### config.mk
export PLATFORM = sky130hd
export DESIGN_NAME = mod_exp_controller_flat
export DESIGN_NICKNAME = d
export VERILOG_FILES = /design/src/rtl/mod_exp_controller_if.sv /design/src/rtl/mod_exp_controller.sv /design/src/flat_wrapper.sv
export SDC_FILE = /design/constraint.sdc
export NUM_CORES = 1
export LEC_CHECK = 0
export CORE_ASPECT_RATIO = 0.75
export CORE_UTILIZATION = 55
export CTS_CLUSTER_SIZE = 40
export DETAILED_ROUTE_END_ITERATION = 10
export HOLD_SLACK_MARGIN = 0.15
export PLACE_DENSITY = 0.76
export SYNTH_ARGS = -nofsm -noshare
export SYNTH_HDL_FRONTEND = slang
export SYNTH_SLANG_ARGS = --single-unit
export TNS_END_PERCENT = 100
### constraint.sdc
create_clock -name clk_in -period 6.1 [get_ports clk_in]
set_clock_uncertainty 0.2 [all_clocks]
set_input_delay 1.525 -clock clk_in [delete_from_list [all_inputs] [get_ports clk_in]]
set_output_delay 1.525 -clock clk_in [all_outputs]
set_load 0.1 [all_outputs]
### src/rtl/mod_exp_controller_if.sv
// rtl/mod_exp_controller_if.sv - request/response bus to the shared modulus unit
// Ports (controller view, modport master):
//   mod_ready_out    out  1        one-cycle request pulse
//   mod_value_out    out  2*WIDTH  dividend, stable until mod_valid_in
//   mod_modulus_out  out  2*WIDTH  zero-extended modulus
//   mod_value_in     in   2*WIDTH  remainder (low WIDTH bits meaningful)
//   mod_busy_in      in   1        unit busy level
//   mod_valid_in     in   1        one-cycle completion pulse
interface mod_exp_controller_if #(
  parameter int WIDTH = 16
);
  logic               mod_ready_out;
  logic [2*WIDTH-1:0] mod_value_out;
  logic [2*WIDTH-1:0] mod_modulus_out;
  logic [2*WIDTH-1:0] mod_value_in;
  logic               mod_busy_in;
  logic               mod_valid_in;

  modport master (
    output mod_ready_out, mod_value_out, mod_modulus_out,
    input  mod_value_in, mod_busy_in, mod_valid_in
  );

  modport slave (
    input  mod_ready_out, mod_value_out, mod_modulus_out,
    output mod_value_in, mod_busy_in, mod_valid_in
  );
endinterface

### src/rtl/mod_exp_controller.sv
// rtl/mod_exp_controller.sv - right-to-left square-and-multiply modular exponentiation sequencer
// Ports:
//   clk_in, rst_in        clock, synchronous active-high reset
//   ready_in              start request, sampled only in IDLE
//   base_in/exponent_in/modulus_in  operands captured on accepted start
//   value_out             result, held until next result or reset
//   busy_out, valid_out   operation in progress / one-cycle result strobe
//   mod_bus               master side of the shared modulus unit bus
module mod_exp_controller #(
  parameter int WIDTH     = 16,
  parameter int EXP_WIDTH = 16
) (
  input  logic                 clk_in,
  input  logic                 rst_in,
  input  logic                 ready_in,
  input  logic [WIDTH-1:0]     base_in,
  input  logic [EXP_WIDTH-1:0] exponent_in,
  input  logic [WIDTH-1:0]     modulus_in,
  output logic [WIDTH-1:0]     value_out,
  output logic                 busy_out,
  output logic                 valid_out,
  mod_exp_controller_if.master mod_bus
);

  typedef enum logic [3:0] {
    S_IDLE, S_BASE_ISSUE, S_BASE_WAIT, S_CHECK, S_MUL_ISSUE,
    S_MUL_WAIT, S_SQR_ISSUE, S_SQR_WAIT, S_DONE
  } state_t;

  state_t               state_q, state_d;
  logic [WIDTH-1:0]     acc_q, acc_d;
  logic [WIDTH-1:0]     b_q, b_d;
  logic [EXP_WIDTH-1:0] e_q, e_d;
  logic [WIDTH-1:0]     value_q, value_d;
  logic                 busy_q, busy_d;
  logic                 valid_q, valid_d;
  logic                 mreq_q, mreq_d;
  logic [2*WIDTH-1:0]   mval_q, mval_d;
  logic [2*WIDTH-1:0]   mmod_q, mmod_d;

  // Zero-extended copies so products keep all 2*WIDTH bits before reduction.
  logic [2*WIDTH-1:0] acc_w, b_w;
  logic [WIDTH-1:0]   rem;
  logic               unused_rem_hi;

  assign acc_w         = {{WIDTH{1'b0}}, acc_q};
  assign b_w           = {{WIDTH{1'b0}}, b_q};
  assign rem           = mod_bus.mod_value_in[WIDTH-1:0];
  assign unused_rem_hi = ^mod_bus.mod_value_in[2*WIDTH-1:WIDTH];

  always_comb begin
    state_d = state_q;
    acc_d   = acc_q;
    b_d     = b_q;
    e_d     = e_q;
    value_d = value_q;
    busy_d  = busy_q;
    valid_d = 1'b0;
    mreq_d  = 1'b0;
    mval_d  = mval_q;
    mmod_d  = mmod_q;
    case (state_q)
      S_IDLE: begin
        if (ready_in) begin
          // b holds the raw base until the first reduction returns.
          b_d    = base_in;
          e_d    = exponent_in;
          mmod_d = {{WIDTH{1'b0}}, modulus_in};
          busy_d = 1'b1;
          if (modulus_in[WIDTH-1:1] == '0) begin
            acc_d   = '0;
            state_d = S_DONE;
          end else begin
            acc_d   = {{(WIDTH-1){1'b0}}, 1'b1};
            state_d = S_BASE_ISSUE;
          end
        end
      end
      S_BASE_ISSUE: begin
        if (!mod_bus.mod_busy_in) begin
          mreq_d  = 1'b1;
          mval_d  = b_w;
          state_d = S_BASE_WAIT;
        end
      end
      S_BASE_WAIT: begin
        if (mod_bus.mod_valid_in) begin
          b_d     = rem;
          state_d = S_CHECK;
        end
      end
      S_CHECK: begin
        if (e_q == '0) begin
          state_d = S_DONE;
        end else if (e_q[0]) begin
          state_d = S_MUL_ISSUE;
        end else begin
          // Even bit: nothing to multiply, consume it on the way to the square.
          e_d     = e_q >> 1;
          state_d = S_SQR_ISSUE;
        end
      end
      S_MUL_ISSUE: begin
        if (!mod_bus.mod_busy_in) begin
          mreq_d  = 1'b1;
          mval_d  = acc_w * b_w;
          state_d = S_MUL_WAIT;
        end
      end
      S_MUL_WAIT: begin
        if (mod_bus.mod_valid_in) begin
          acc_d = rem;
          e_d   = e_q >> 1;
          // Last set bit consumed: the square would be wasted work.
          state_d = ((e_q >> 1) == '0) ? S_DONE : S_SQR_ISSUE;
        end
      end
      S_SQR_ISSUE: begin
        if (!mod_bus.mod_busy_in) begin
          mreq_d  = 1'b1;
          mval_d  = b_w * b_w;
          state_d = S_SQR_WAIT;
        end
      end
      S_SQR_WAIT: begin
        if (mod_bus.mod_valid_in) begin
          b_d     = rem;
          state_d = S_CHECK;
        end
      end
      S_DONE: begin
        value_d = acc_q;
        busy_d  = 1'b0;
        valid_d = 1'b1;
        state_d = S_IDLE;
      end
      default: state_d = S_IDLE;
    endcase
  end

  always_ff @(posedge clk_in) begin
    if (rst_in) begin
      state_q <= S_IDLE;
      acc_q   <= '0;
      b_q     <= '0;
      e_q     <= '0;
      value_q <= '0;
      busy_q  <= 1'b0;
      valid_q <= 1'b0;
      mreq_q  <= 1'b0;
      mval_q  <= '0;
      mmod_q  <= '0;
    end else begin
      state_q <= state_d;
      acc_q   <= acc_d;
      b_q     <= b_d;
      e_q     <= e_d;
      value_q <= value_d;
      busy_q  <= busy_d;
      valid_q <= valid_d;
      mreq_q  <= mreq_d;
      mval_q  <= mval_d;
      mmod_q  <= mmod_d;
    end
  end

  assign value_out               = value_q;
  assign busy_out                = busy_q;
  assign valid_out               = valid_q;
  assign mod_bus.mod_ready_out   = mreq_q;
  assign mod_bus.mod_value_out   = mval_q;
  assign mod_bus.mod_modulus_out = mmod_q;

endmodule

### src/flat_wrapper.sv
// flat-port wrapper written by rule: the top's interface ports become plain ports
module mod_exp_controller_flat 
#(
  parameter int WIDTH     = 16,
  parameter int EXP_WIDTH = 16
)
  (clk_in, rst_in, ready_in, base_in, exponent_in, modulus_in, value_out, busy_out, valid_out, mod_bus_mod_ready_out, mod_bus_mod_value_out, mod_bus_mod_modulus_out, mod_bus_mod_value_in, mod_bus_mod_busy_in, mod_bus_mod_valid_in);
  mod_exp_controller_if #(.WIDTH(WIDTH)) mod_bus_i ();
  input  logic clk_in;
  input  logic rst_in;
  input  logic ready_in;
  input  logic [WIDTH-1:0] base_in;
  input  logic [EXP_WIDTH-1:0] exponent_in;
  input  logic [WIDTH-1:0] modulus_in;
  output logic [WIDTH-1:0] value_out;
  output logic busy_out;
  output logic valid_out;
  output wire logic [$bits(mod_bus_i.mod_ready_out)-1:0] mod_bus_mod_ready_out;
  output wire logic [$bits(mod_bus_i.mod_value_out)-1:0] mod_bus_mod_value_out;
  output wire logic [$bits(mod_bus_i.mod_modulus_out)-1:0] mod_bus_mod_modulus_out;
  input wire logic [$bits(mod_bus_i.mod_value_in)-1:0] mod_bus_mod_value_in;
  input wire logic [$bits(mod_bus_i.mod_busy_in)-1:0] mod_bus_mod_busy_in;
  input wire logic [$bits(mod_bus_i.mod_valid_in)-1:0] mod_bus_mod_valid_in;
  assign mod_bus_mod_ready_out = mod_bus_i.mod_ready_out;
  assign mod_bus_mod_value_out = mod_bus_i.mod_value_out;
  assign mod_bus_mod_modulus_out = mod_bus_i.mod_modulus_out;
  assign mod_bus_i.mod_value_in = mod_bus_mod_value_in;
  assign mod_bus_i.mod_busy_in = mod_bus_mod_busy_in;
  assign mod_bus_i.mod_valid_in = mod_bus_mod_valid_in;
  mod_exp_controller #(.WIDTH(WIDTH), .EXP_WIDTH(EXP_WIDTH)) u_core (.clk_in(clk_in), .rst_in(rst_in), .ready_in(ready_in), .base_in(base_in), .exponent_in(exponent_in), .modulus_in(modulus_in), .value_out(value_out), .busy_out(busy_out), .valid_out(valid_out), .mod_bus(mod_bus_i));
endmodule
; ---- Yosys cells after proc, flatten, opt, wreduce, memory -nomap -nowiden
; Index checks and enable logic that the tools add are counted.
[classes]
n_mul = 2
n_eq_ne = 16
n_mux = 30
bitwise_logic = 1
n_reduce_logical = 20
[op_table]
columns = cell, n
row1 = $mux W16, 7
row2 = $mux W32, 3
row3 = $pmux W32 S3, 1
row4 = $mul A16 B16 Y32, 2
row5 = $pmux W16 S2, 2
row6 = $pmux W16 S3, 1
row7 = $mux W4, 9
row8 = $logic_not A16 Y1, 2
row9 = $pmux W4 S7, 1
row10 = $eq A4 B3 Y1 const B, 4
row11 = $logic_not A15 Y1, 1
row12 = $ne A2 B2 Y1 const B, 7
row13 = $eq A4 B2 Y1 const B, 2
row14 = $reduce_and A4 Y1, 2
row15 = $reduce_and A3 Y1, 2
row16 = $reduce_and A6 Y1, 1
row17 = $reduce_bool A2 Y1, 3
row18 = $reduce_bool A3 Y1, 2
row19 = $reduce_and A5 Y1, 1
row20 = $eq A4 B1 Y1 const B, 1
row21 = $eq A4 B4 Y1 const B, 1
row22 = $logic_not A4 Y1, 1
row23 = $mux W1, 4
row24 = $reduce_and A2 Y1, 2
row25 = 6 further kinds, 7
[word_totals]
register_bits = 119
out_inout_bits = 83

; ---- Longest topological paths before layout
; Gate-level depths: netlist (run 1).
[depth]
ltp_word = 4
ltp_mapped = 26

; ---- Least setup slack after synthesis (run 1)
; OpenSTA, ideal clock, no wires.
[synth_timing]
path_kind = register to register
startpoint = register u_core.b_q[1]
endpoint = register u_core.mval_q[29], in the netlist u_core.mod_bus.mod_value_out[29]
setup_time_ns = 0.131
arrival_ns = 6.314
required_time_ns = 5.769
setup_slack_ns = -0.545
path_stages_with_launch = 23
path_cell_list = dfxtp_1 clkbuf_1 clkbuf_1 clkbuf_1 nand2_1 fa_1 fa_1 fa_1 inv_1 fa_1 fa_1 inv_1 fa_1 inv_1 ha_1 a21o_1 or3_2 o221a_4 a21o_2 o31ai_1 xnor2_1 a221oi_1 nor3_1
[synth_between]
elab_chain_len = 3
elab_cells_between_ends = 5
classes_between = mul (2) / mux (3)
[synth_rtl]
columns = item, line
row1 = from (decl), mod_exp_controller.sv:32  ; logic [WIDTH-1:0] b_q, b_d;
row2 = from (signal assigned), mod_exp_controller.sv:145  ; b_q <= '0;
row3 = from (signal assigned), mod_exp_controller.sv:156  ; b_q <= b_d;
row4 = $mul A16 B16 Y32 (on tied branches), "mod_exp_controller.sv:121, mod_exp_controller.sv:106"
row5 = $mux W32 (on tied branches), "mod_exp_controller.sv:119, mod_exp_controller.sv:104"
row6 = $pmux W32 S3 *, mod_exp_controller.sv:62  ; case (state_q)
row7 = to (signal assigned), mod_exp_controller.sv:162  ; mval_q <= mval_d;
row8 = to (decl), mod_exp_controller.sv:38  ; logic [2*WIDTH-1:0] mval_q, mval_d;
; Mark *: on every way between the ends. The rest lies on a longest branch, timed or not. The select of a mux whose other input is x is not followed.
; A chain may end at the register's enable or synchronous reset.

; ---- Worst setup path after layout (run 1)
[layout_timing]
startpoint = register u_core.b_q[9]
endpoint = register u_core.mval_q[29], in the netlist u_core.mod_bus.mod_value_out[29]
; The elaborated chain is that of the path after synthesis.

==> out/qor.csv, run 1 <==
metric,value,unit
fill_cells,2701,
violations,negative setup slack,
finalSetupViolCount,14,
worst_setup_path_start_kind,flip-flop,
grt.total_usage,34.7,%
slew_viol_final,0,
switching_share,51.3,%
clockBufferDepth,2,
die-width,228,um
arrival,6.57,ns
drtIter0Drc,1356,
synth_ff_type,dfxtp_1,
die_area,0.0390,mm2
drive_above_1_share,19.8,%
ant_nets,0,
start_util,56.3,%
p_leak,13.4,nW
cts_tree,yes,
synth_top_area_share,33.9,%
drc_errors,0,
syn_area,0.0210,mm2
totalWireLength,65.2,mm
power_density,423,mW/mm2
core.rowCount,61,
setup_ws,-0.384,ns
fin_crit_sh,106,%
utilization,71.7,%
yosysSeqAreaShare,11.3,%
viasPerCell,5.56,
clock-root-buffer,clkbuf_16,
grt_pass1_wl,104,mm
worst_pin_slew,1.03,ns
synth_cell_types,77,
drtPass1Iterations,5,
max_freq,154,MHz
seqPwrFrac,9.8,%
finalHoldViolCount,0,
layout.nets,3514,
crit_fanout,6,
numCtsBuffers,17,
outcome,"finished, violations left",
grt_max_degree,63,
relSlewSlack,31.0,%
antenna_found_initial,1,
synth_edf_count,0,
rsz0062_at_grt,true,
place_congestion,0.972,
yosysWarningCount,0,
reg2reg_depth,24,
insertion_delay,0.44,ns
routedWlPerCell,19.3,um
area_growth,27.4,%
syn_inst,2506,
grt_pass1_vias,19551,
ir_drop,0.497,mV
synthArstFlopShare,0,%
dp_hpwl,52.0,mm
overflow,0,
htree_levels,4,
combPwrFrac,81.3,%
cts_sinks,119,
cp-end-kind,flip-flop,
holdPathStages,2,
die_h,171,um
ys_ff_latch,119,
ios,168,
antennaDiodeCount,0,
power.switching,5.82,mW
vias,18799,
register_area,0.00243,mm2
clk_pin_slew_worst_paths,0.06,ns
clockPowerShare,8.9,%
synth_area_leaders,"fa_1 34%, ha_1 12%, dfxtp_1 11%",
place_ws,-0.589,ns
yosysTopAreaCell,fa_1,
path_class,reg -> reg,
synth_most_common_cell,inv_1,
multiInputGateArea,0.0171,mm2
internal_power,5.52,mW
synthTopCellsByCount,"489 x inv_1, 372 x nand2_1, 356 x fa_1",
coreArea,0.0373,mm2
io_buffer_count,135,
ctsHoldBuffers,0,
syn_area_per_cell,8.38,um2
cap_viol_max_count,0,
min_period,6.48,ns
critPathRequiredTime,6.19,ns
min_path_type,reg -> reg,
[layout make-up]
cell class	instances	share of cell area, %
clock inverter	11	0.477
tap	504	2.36
sequential	119	9.07
clock buffer	19	1.65
inverter	490	6.87
timing repair buffer	465	15.6
multi-input combinational	1774	64.0
[flip-flops by register name, indices dropped and copies added, names as in the netlist]
name,cells
u_core.acc_q,16
u_core.b_q,16
u_core.busy_out,1
u_core.e_q,16
u_core.mod_bus.mod_modulus_out,16
u_core.mod_bus.mod_ready_out,1
u_core.mod_bus.mod_value_out,32
u_core.state_q,4
u_core.valid_out,1
u_core.value_out,16
[worst paths after layout]
| check | slack, ns | to | start |
|---|---|---|---|
| max | -0.38 | u_core.mod_bus.mod_value_out[29] | u_core.b_q[9] |
| min | 0.25 | u_core.mod_bus.mod_modulus_out[14] | u_core.mod_bus.mod_modulus_out[14] |
| max reg2reg | -0.38 | u_core.mod_bus.mod_value_out[29] | u_core.b_q[9] |
| min reg2reg | 0.25 | u_core.mod_bus.mod_modulus_out[14] | u_core.mod_bus.mod_modulus_out[14] |
[power by group through the flow]
| stage | Clock, mW | Sequential (mW) | Combinational [mW] |
|---|---|---|---|
| 3_3_place_gp | 0 | 1.10 | 7.61 |
| 6_report | 1.01 | 1.11 | 9.22 |
| 5_1_grt | 1.04 | 1.12 | 9.97 |
| 3_5_place_dp | 0 | 1.11 | 7.79 |
| 4_1_cts | 1.01 | 1.10 | 8.25 |
| 2_1_floorplan | 0 | 1.36 | 4.36 |
[layer usage]
layer  vias to the layer above  GRT usage, %  share of wire (%)
met5                         -             0              0.020
met1                      9328          43.8                 40
met4                         2          13.2                3.4
met2                       822          58.3                 49
met3                       164          7.45                8.2
li1                       8483             -                  -
[placed cells by master (no fill, tap or decap), types with 31 or more instances in the layout]
master           Yosys  layout
a21oi_1            136     116
nor2_1             126     122
and2_1             153     140
inv_1              489     465
buf_4               16     288
dfxtp_1            119      99
clkdlybuf4s50_1      0     134
nand2_1            372     358
ha_1               206     185
fa_1               356     343
xnor2_1             37      31
nand3_1             36      32
[critical path: stages (launching register included)]
cell	delay (ns)
dfxtp_4	0.39
and2_4	0.16
buf_4	0.13
buf_4	0.12
fa_1	0.49
inv_2	0.04
fa_1	0.47
inv_1	0.05
fa_1	0.49
fa_1	0.45
fa_1	0.55
inv_2	0.05
fa_1	0.52
inv_2	0.05
ha_4	0.21
a21o_1	0.16
a21oi_2	0.15
or3b_4	0.41
o221ai_4	0.18
o31a_1	0.30
buf_4	0.18
o41ai_4	0.06
xor2_1	0.19
a221oi_2	0.26
nor3_1	0.07
[per-stage QoR]
| stage | std cells | instance area, um2 | hold WS, ns | TNS (ns) | power [mW] |
|---|---|---|---|---|---|
| 5_1_grt | 3382 | 26800 | 0.272 | -5.01 | 12.1 |
| 4_1_cts | 3367 | 26100 | 0.255 | -1.94 | 10.4 |
| 6_report | 3382 | 26800 | 0.254 | -2.29 | 11.3 |
| 2_1_floorplan | 2521 | 21400 | 0.270 | -0.0122 | 5.72 |
| 3_5_place_dp | 3311 | 24900 | 0.249 | -7.15 | 8.90 |
| 3_3_place_gp | 3311 | 24900 | 0.240 | -6.00 | 8.71 |
[kinds of logic after synthesis]
kind of cell    synth area share (%)
mux                             1.05
buf+inv                         11.6
compound gates                  10.3
simple gates                    17.1
fa+ha+maj                       46.2
flops                           11.3
other cells                   0.0179
xor+xnor                        2.33
[timing repair]
item                                   CTS  global route
pin swaps                               47            88
setup endpoints to repair               20            22
cloned                                   1             0
setup buffers                           26            17
resized for setup                      121           135
endpoints found under the hold margin    0             0
Note: power is estimated with default switching activity, not from simulation.
==> inputs of run 2 (changes only) <==
--- a/config.mk
+++ b/config.mk
@@ -11,6 +11,7 @@
 export DETAILED_ROUTE_END_ITERATION = 10
 export HOLD_SLACK_MARGIN = 0.15
 export PLACE_DENSITY = 0.76
+export SLEW_MARGIN = 30
 export SYNTH_ARGS = -nofsm -noshare
 export SYNTH_HDL_FRONTEND = slang
 export SYNTH_SLANG_ARGS = --single-unit
==> out/qor.csv, run 2 (synthesis results as in run 1) <==
metric,value,unit
drc_errors,0,
cap_viol_max_count,0,
final_common_cell,inv_1,
grt_pass1_vias,19403,
overflow,0,
cpPeakStageDelay,0.53,ns
p_leak,13.5,nW
ant_nets,0,
cp_common_cell,fa_1,
cts_sinks,119,
seqPwrFrac,9.9,%
ios,168,
drtPass1Iterations,6,
place_ws,-0.619,ns
path_class,reg -> reg,
cts_tree,yes,
layout_common_cells,"456 x inv_1, 360 x nand2_1, 346 x fa_1",
die-width,228,um
place_congestion,0.972,
die_area,0.0390,mm2
fin_crit_sh,106,%
core.rowCount,61,
arrival,6.56,ns
die_h,171,um
htree_levels,4,
drtIter0Drc,1499,
cp_num_buf_inv,9,
setup_ws,-0.349,ns
routedWlPerCell,19.4,um
crit_fanout,5,
finalPower,11.3,mW
coreArea,0.0373,mm2
internal_power,5.42,mW
slew_viol_final,0,
start_util,56.3,%
numCtsBuffers,17,
antenna_found_initial,0,
grt_max_degree,63,
min_period,6.45,ns
largest_register_ff_count,32,
ir_drop,0.501,mV
vias,18900,
layout.nets,3520,
crit_slowest_cell,fa_1,
min_path_type,reg -> reg,
relSlewSlack,31.7,%
clockPowerShare,8.6,%
outcome,"finished, violations left",
area_growth,27.6,%
combPwrFrac,81.5,%
clockBufferDepth,2,
worst_setup_path_start_kind,flip-flop,
finalSetupViolCount,15,
antennaDiodeCount,0,
critPathRequiredTime,6.21,ns
switching_share,52.1,%
max_freq,155,MHz
io_buffer_count,135,
grt.total_usage,34.4,%
drive_above_1_share,19.9,%
clk_pin_slew_worst_paths,0.06,ns
finalSetupTns,-3.14,ns
clock-root-buffer,clkbuf_16,
rsz0062_at_grt,true,
insertion_delay,0.44,ns
power.switching,5.90,mW
worst_pin_slew,1.02,ns
totalWireLength,65.8,mm
critPathTopFamily,adder cells,
grt_pass1_wl,103,mm
viasPerCell,5.58,
violations,negative setup slack,
cp-end-kind,flip-flop,
power_density,422,mW/mm2
finalHoldViolCount,0,
dp_hpwl,52.0,mm
whs,0.255,ns
run 2: cell count changes in the layout (fill, tap and decap cells not counted), sizes merged:
| cell | delta |
|---|---|
| clkdlybuf4s50 | -2 |
| buf | +6 |
| clkinvlp | -1 |
| bufinv | -1 |
| inv | +4 |
| clkbuf | +2 |
run 2: worst paths after layout:
| check | slack, ns | startpoint | to | depth (start not counted) |
|---|---|---|---|---|
| hold / removal | 0.26 | u_core.mod_bus.mod_value_out[12] | u_core.mod_bus.mod_value_out[12] | 2 |
| setup reg to reg | -0.35 | u_core.b_q[1] | u_core.mod_bus.mod_value_out[31] | 26 |
| hold reg to reg | 0.26 | u_core.mod_bus.mod_value_out[12] | u_core.mod_bus.mod_value_out[12] | 2 |
| setup / recovery | -0.35 | u_core.b_q[1] | u_core.mod_bus.mod_value_out[31] | 26 |
run 2: power groups by stage:
stage                     registers, mW  logic (mW)  clock network, mW
final                              1.12        9.22              0.973
after global routing               1.13        9.93               1.01
after CTS                          1.10        8.15              0.978
after detailed placement           1.11        7.79                  0
after global placement             1.10        7.61                  0
after floorplan                    1.36        4.36                  0
run 2: area by class of cell:
class                      instances  area [um2]
clock inverter                    13         121
sequential                       119        2430
multi-input combinational       1774       17100
clock buffer                      19         433
timing repair buffer             471        4260
fill                            2726       10500
inverter                         490        1840
tap                              504         631
run 2: layer usage:
| metal | part of all wire [%] | global-route usage [%] | up-vias |
|---|---|---|---|
| li1 | - | - | 8492 |
| met1 | 39 | 44.2 | 9349 |
| met2 | 48 | 57.9 | 870 |
| met3 | 8.5 | 6.58 | 189 |
| met4 | 4.2 | 12.2 | 0 |
| met5 | 0 | 0 | - |
run 2: worst register-to-register path: stages (launching register included):
cell and delay (ns):
dfxtp_2 0.33, buf_12 0.13, buf_4 0.14, nand2_2 0.07, inv_2 0.04, fa_1 0.50
inv_2 0.04, fa_1 0.49, inv_2 0.04, fa_1 0.50, fa_1 0.53, fa_1 0.51
inv_1 0.05, fa_1 0.50, inv_2 0.05, ha_4 0.23, and3_4 0.16, a21boi_2 0.14
a41o_1 0.28, buf_4 0.17, buf_6 0.11, o21a_4 0.23, a21oi_4 0.18, a31oi_2 0.12
o21ai_0 0.31, a21o_1 0.21, o211ai_2 0.08
run 2: timing repair:
item / in CTS / in global routing
cloned: 0 / 2
hold buffers: 0 / 0
resized for setup: 106 / 154
buffers inserted: 26 / 21
setup endpoints to repair: 20 / 22
pin swaps: 55 / 97
run 2: per-stage QoR:
step	area, um2	instances	utilization [%]
3_5_place_dp	24900	3311	66.7
4_1_cts	26000	3368	69.7
3_3_place_gp	24900	3311	66.7
5_1_grt	26800	3390	71.8
6_report	26800	3390	71.8
2_1_floorplan	21400	2521	-
==> inputs of run 3 (changes only) <==
==> constraint.sdc (replaced) <==
create_clock -name clk_in -period 5.6 [get_ports clk_in]
set_clock_uncertainty 0.2 [all_clocks]
set_input_delay 1.4 -clock clk_in [delete_from_list [all_inputs] [get_ports clk_in]]
set_output_delay 1.4 -clock clk_in [all_outputs]
set_load 0.1 [all_outputs]
==> out/qor.csv, run 3 (synthesis results as in run 1) <==
metric,value,unit
met1_usage,43.6,%
place_congestion,0.938,
setup_ws,-0.854,ns
drc_errors,0,
cap_viol_max_count,0,
dp_hpwl,51.5,mm
clk_pin_slew_worst_paths,0.06,ns
outcome,"finished, violations left",
finalHoldViolCount,0,
grt.total_usage,34.1,%
coreArea,0.0373,mm2
relSlewSlack,31.8,%
internal_power,6.40,mW
crit_fanout,8,
ctsHoldBuffers,0,
combPwrFrac,82.5,%
cts_tree,yes,
drive_above_1_share,21.7,%
die_area,0.0390,mm2
ir_drop,0.553,mV
start_util,56.3,%
multiInputGateArea,0.0173,mm2
rsz0062_at_grt,true,
die_h,171,um
holdPathStages,2,
reg2reg_setup_slack,-0.85,ns
vias,18862,
viasPerCell,5.50,
cp-startpoint,u_core.b_q[5],
grt_pass1_vias,20131,
globalRoute.busiestLayer,met2,
numCtsBuffers,17,
arrival,6.60,ns
max_freq,155,MHz
largest_register_ff_count,32,
area_growth,29.7,%
finalSetupTns,-13.52,ns
min_period,6.45,ns
worst_setup_path_start_kind,flip-flop,
regToRegEndpoint,u_core.mod_bus.mod_value_out[25],
routedWlPerCell,18.7,um
power.switching,6.59,mW
grt_max_degree,64,
htree_levels,4,
io_buffer_count,135,
ant_nets,0,
layout.nets,3563,
p_leak,13.7,nW
power_density,477,mW/mm2
grt_pass1_wl,102,mm
switching_share,50.8,%
antennaDiodeCount,0,
fill_cells,2586,
fin_crit_sh,115,%
gr-usage-met2,57.6,%
r2r_start,u_core.b_q[5],
cp-end-kind,flip-flop,
die-width,228,um
drtPass1Iterations,5,
utilization,73.0,%
register_area,0.00243,mm2
critPathRequiredTime,5.74,ns
clockBufferDepth,2,
insertion_delay,0.43,ns
ios,168,
seqPwrFrac,9.4,%
cts_sinks,119,
core.rowCount,61,
finalSetupViolCount,23,
clock-root-buffer,clkbuf_16,
layout_common_cells,"453 x inv_1, 356 x nand2_1, 345 x fa_1",
min_path_type,reg -> reg,
totalWireLength,64.3,mm
antenna_found_initial,0,
violations,negative setup slack,
clockPowerShare,8.1,%
slew_viol_final,0,
drtIter0Drc,1440,
endpoint,u_core.mod_bus.mod_value_out[25],
reg2reg_depth,23,
use_met3,6.53,%
overflow,0,
worst_pin_slew,1.02,ns
final_common_cell,inv_1,
path_class,reg -> reg,
run 3: cell types whose count changed in the layout (fill, tap and decap cells not counted), moves of 4 or more:
| cell | previous run | this run |
|---|---|---|
| buf_4 | 283 | 329 |
| a21oi_2 | 9 | 18 |
| inv_6 | 6 | 0 |
| o221ai_2 | 1 | 7 |
| a21oi_1 | 121 | 116 |
| nand2_2 | 7 | 12 |
| o21ai_0 | 27 | 22 |
| o21ai_2 | 7 | 12 |
| xor2_1 | 18 | 13 |
| a21oi_4 | 7 | 3 |
| nand2_1 | 360 | 356 |
| o221ai_1 | 6 | 2 |
| xor2_2 | 1 | 5 |
run 3: timing repair:
action                                  in CTS  in global routing
gates resized for setup                    196                 60
endpoints found under the setup margin      24                 24
pin swaps                                   98                 50
buffers inserted                            32                 20
run 3: layout make-up:
cell class	instances	area share, %
Timing Repair Buffer	514	16.7
Clock inverter	9	0.377
Tap cell	504	2.31
Clock buffer	22	1.67
Multi-Input combinational cell	1774	63.3
Inverter	490	6.76
Sequential cell	119	8.91
run 3: power groups by stage:
stage / Combinational, mW / Clock, mW / Sequential (mW)
floorplan: 4.98 / 0 / 1.48
global placement: 8.92 / 0 / 1.20
detailed placement: 9.19 / 0 / 1.20
CTS: 10.2 / 1.07 / 1.20
global route: 11.6 / 1.10 / 1.23
finish: 10.7 / 1.06 / 1.22
run 3: how the worst min path moves through the flow:
stage                                            startpoint                                 to  slack, ns
after CTS                  u_core.mod_bus.mod_value_out[20]   u_core.mod_bus.mod_value_out[20]       0.25
after global placement    u_core.mod_bus.mod_modulus_out[5]  u_core.mod_bus.mod_modulus_out[5]       0.24
after global routing       u_core.mod_bus.mod_value_out[23]   u_core.mod_bus.mod_value_out[23]       0.27
after detailed placement  u_core.mod_bus.mod_modulus_out[3]  u_core.mod_bus.mod_modulus_out[3]       0.25
after floorplan                             u_core.acc_q[6]                    u_core.acc_q[6]       0.27
final                      u_core.mod_bus.mod_value_out[20]   u_core.mod_bus.mod_value_out[20]       0.25
run 3: layer usage:
metal  vias up  share of wire, %
met3       159               8.8
met5         -                 0
met1      9293                40
li1       8567                 -
met2       843                48
met4         0               3.4
run 3: critical path, cell delays in order, from the launching register on:
cell	delay (ns)
dfxtp_4	0.38
buf_6	0.13
buf_12	0.12
and2_4	0.15
fa_1	0.52
inv_2	0.04
fa_2	0.53
fa_1	0.40
inv_1	0.08
fa_1	0.44
fa_1	0.50
inv_1	0.05
fa_1	0.53
inv_2	0.06
ha_4	0.27
a21oi_4	0.18
o32ai_4	0.12
or3_4	0.34
o221a_4	0.28
o21ai_4	0.19
o211a_4	0.20
a21oi_1	0.06
or3_1	0.37
a211oi_2	0.22
run 3: per-stage QoR:
stage | total power, mW | std cells | setup WS (ns) | area (um2) | hold slack, ns
2_1_floorplan | 6.46 | 2521 | -0.495 | 21600 | 0.270
3_3_place_gp | 10.1 | 3353 | -0.890 | 25300 | 0.241
3_5_place_dp | 10.4 | 3353 | -0.959 | 25300 | 0.249
4_1_cts | 12.4 | 3413 | -0.786 | 26800 | 0.253
5_1_grt | 13.9 | 3432 | -1.05 | 27200 | 0.274
6_report | 13.0 | 3432 | -0.854 | 27200 | 0.250
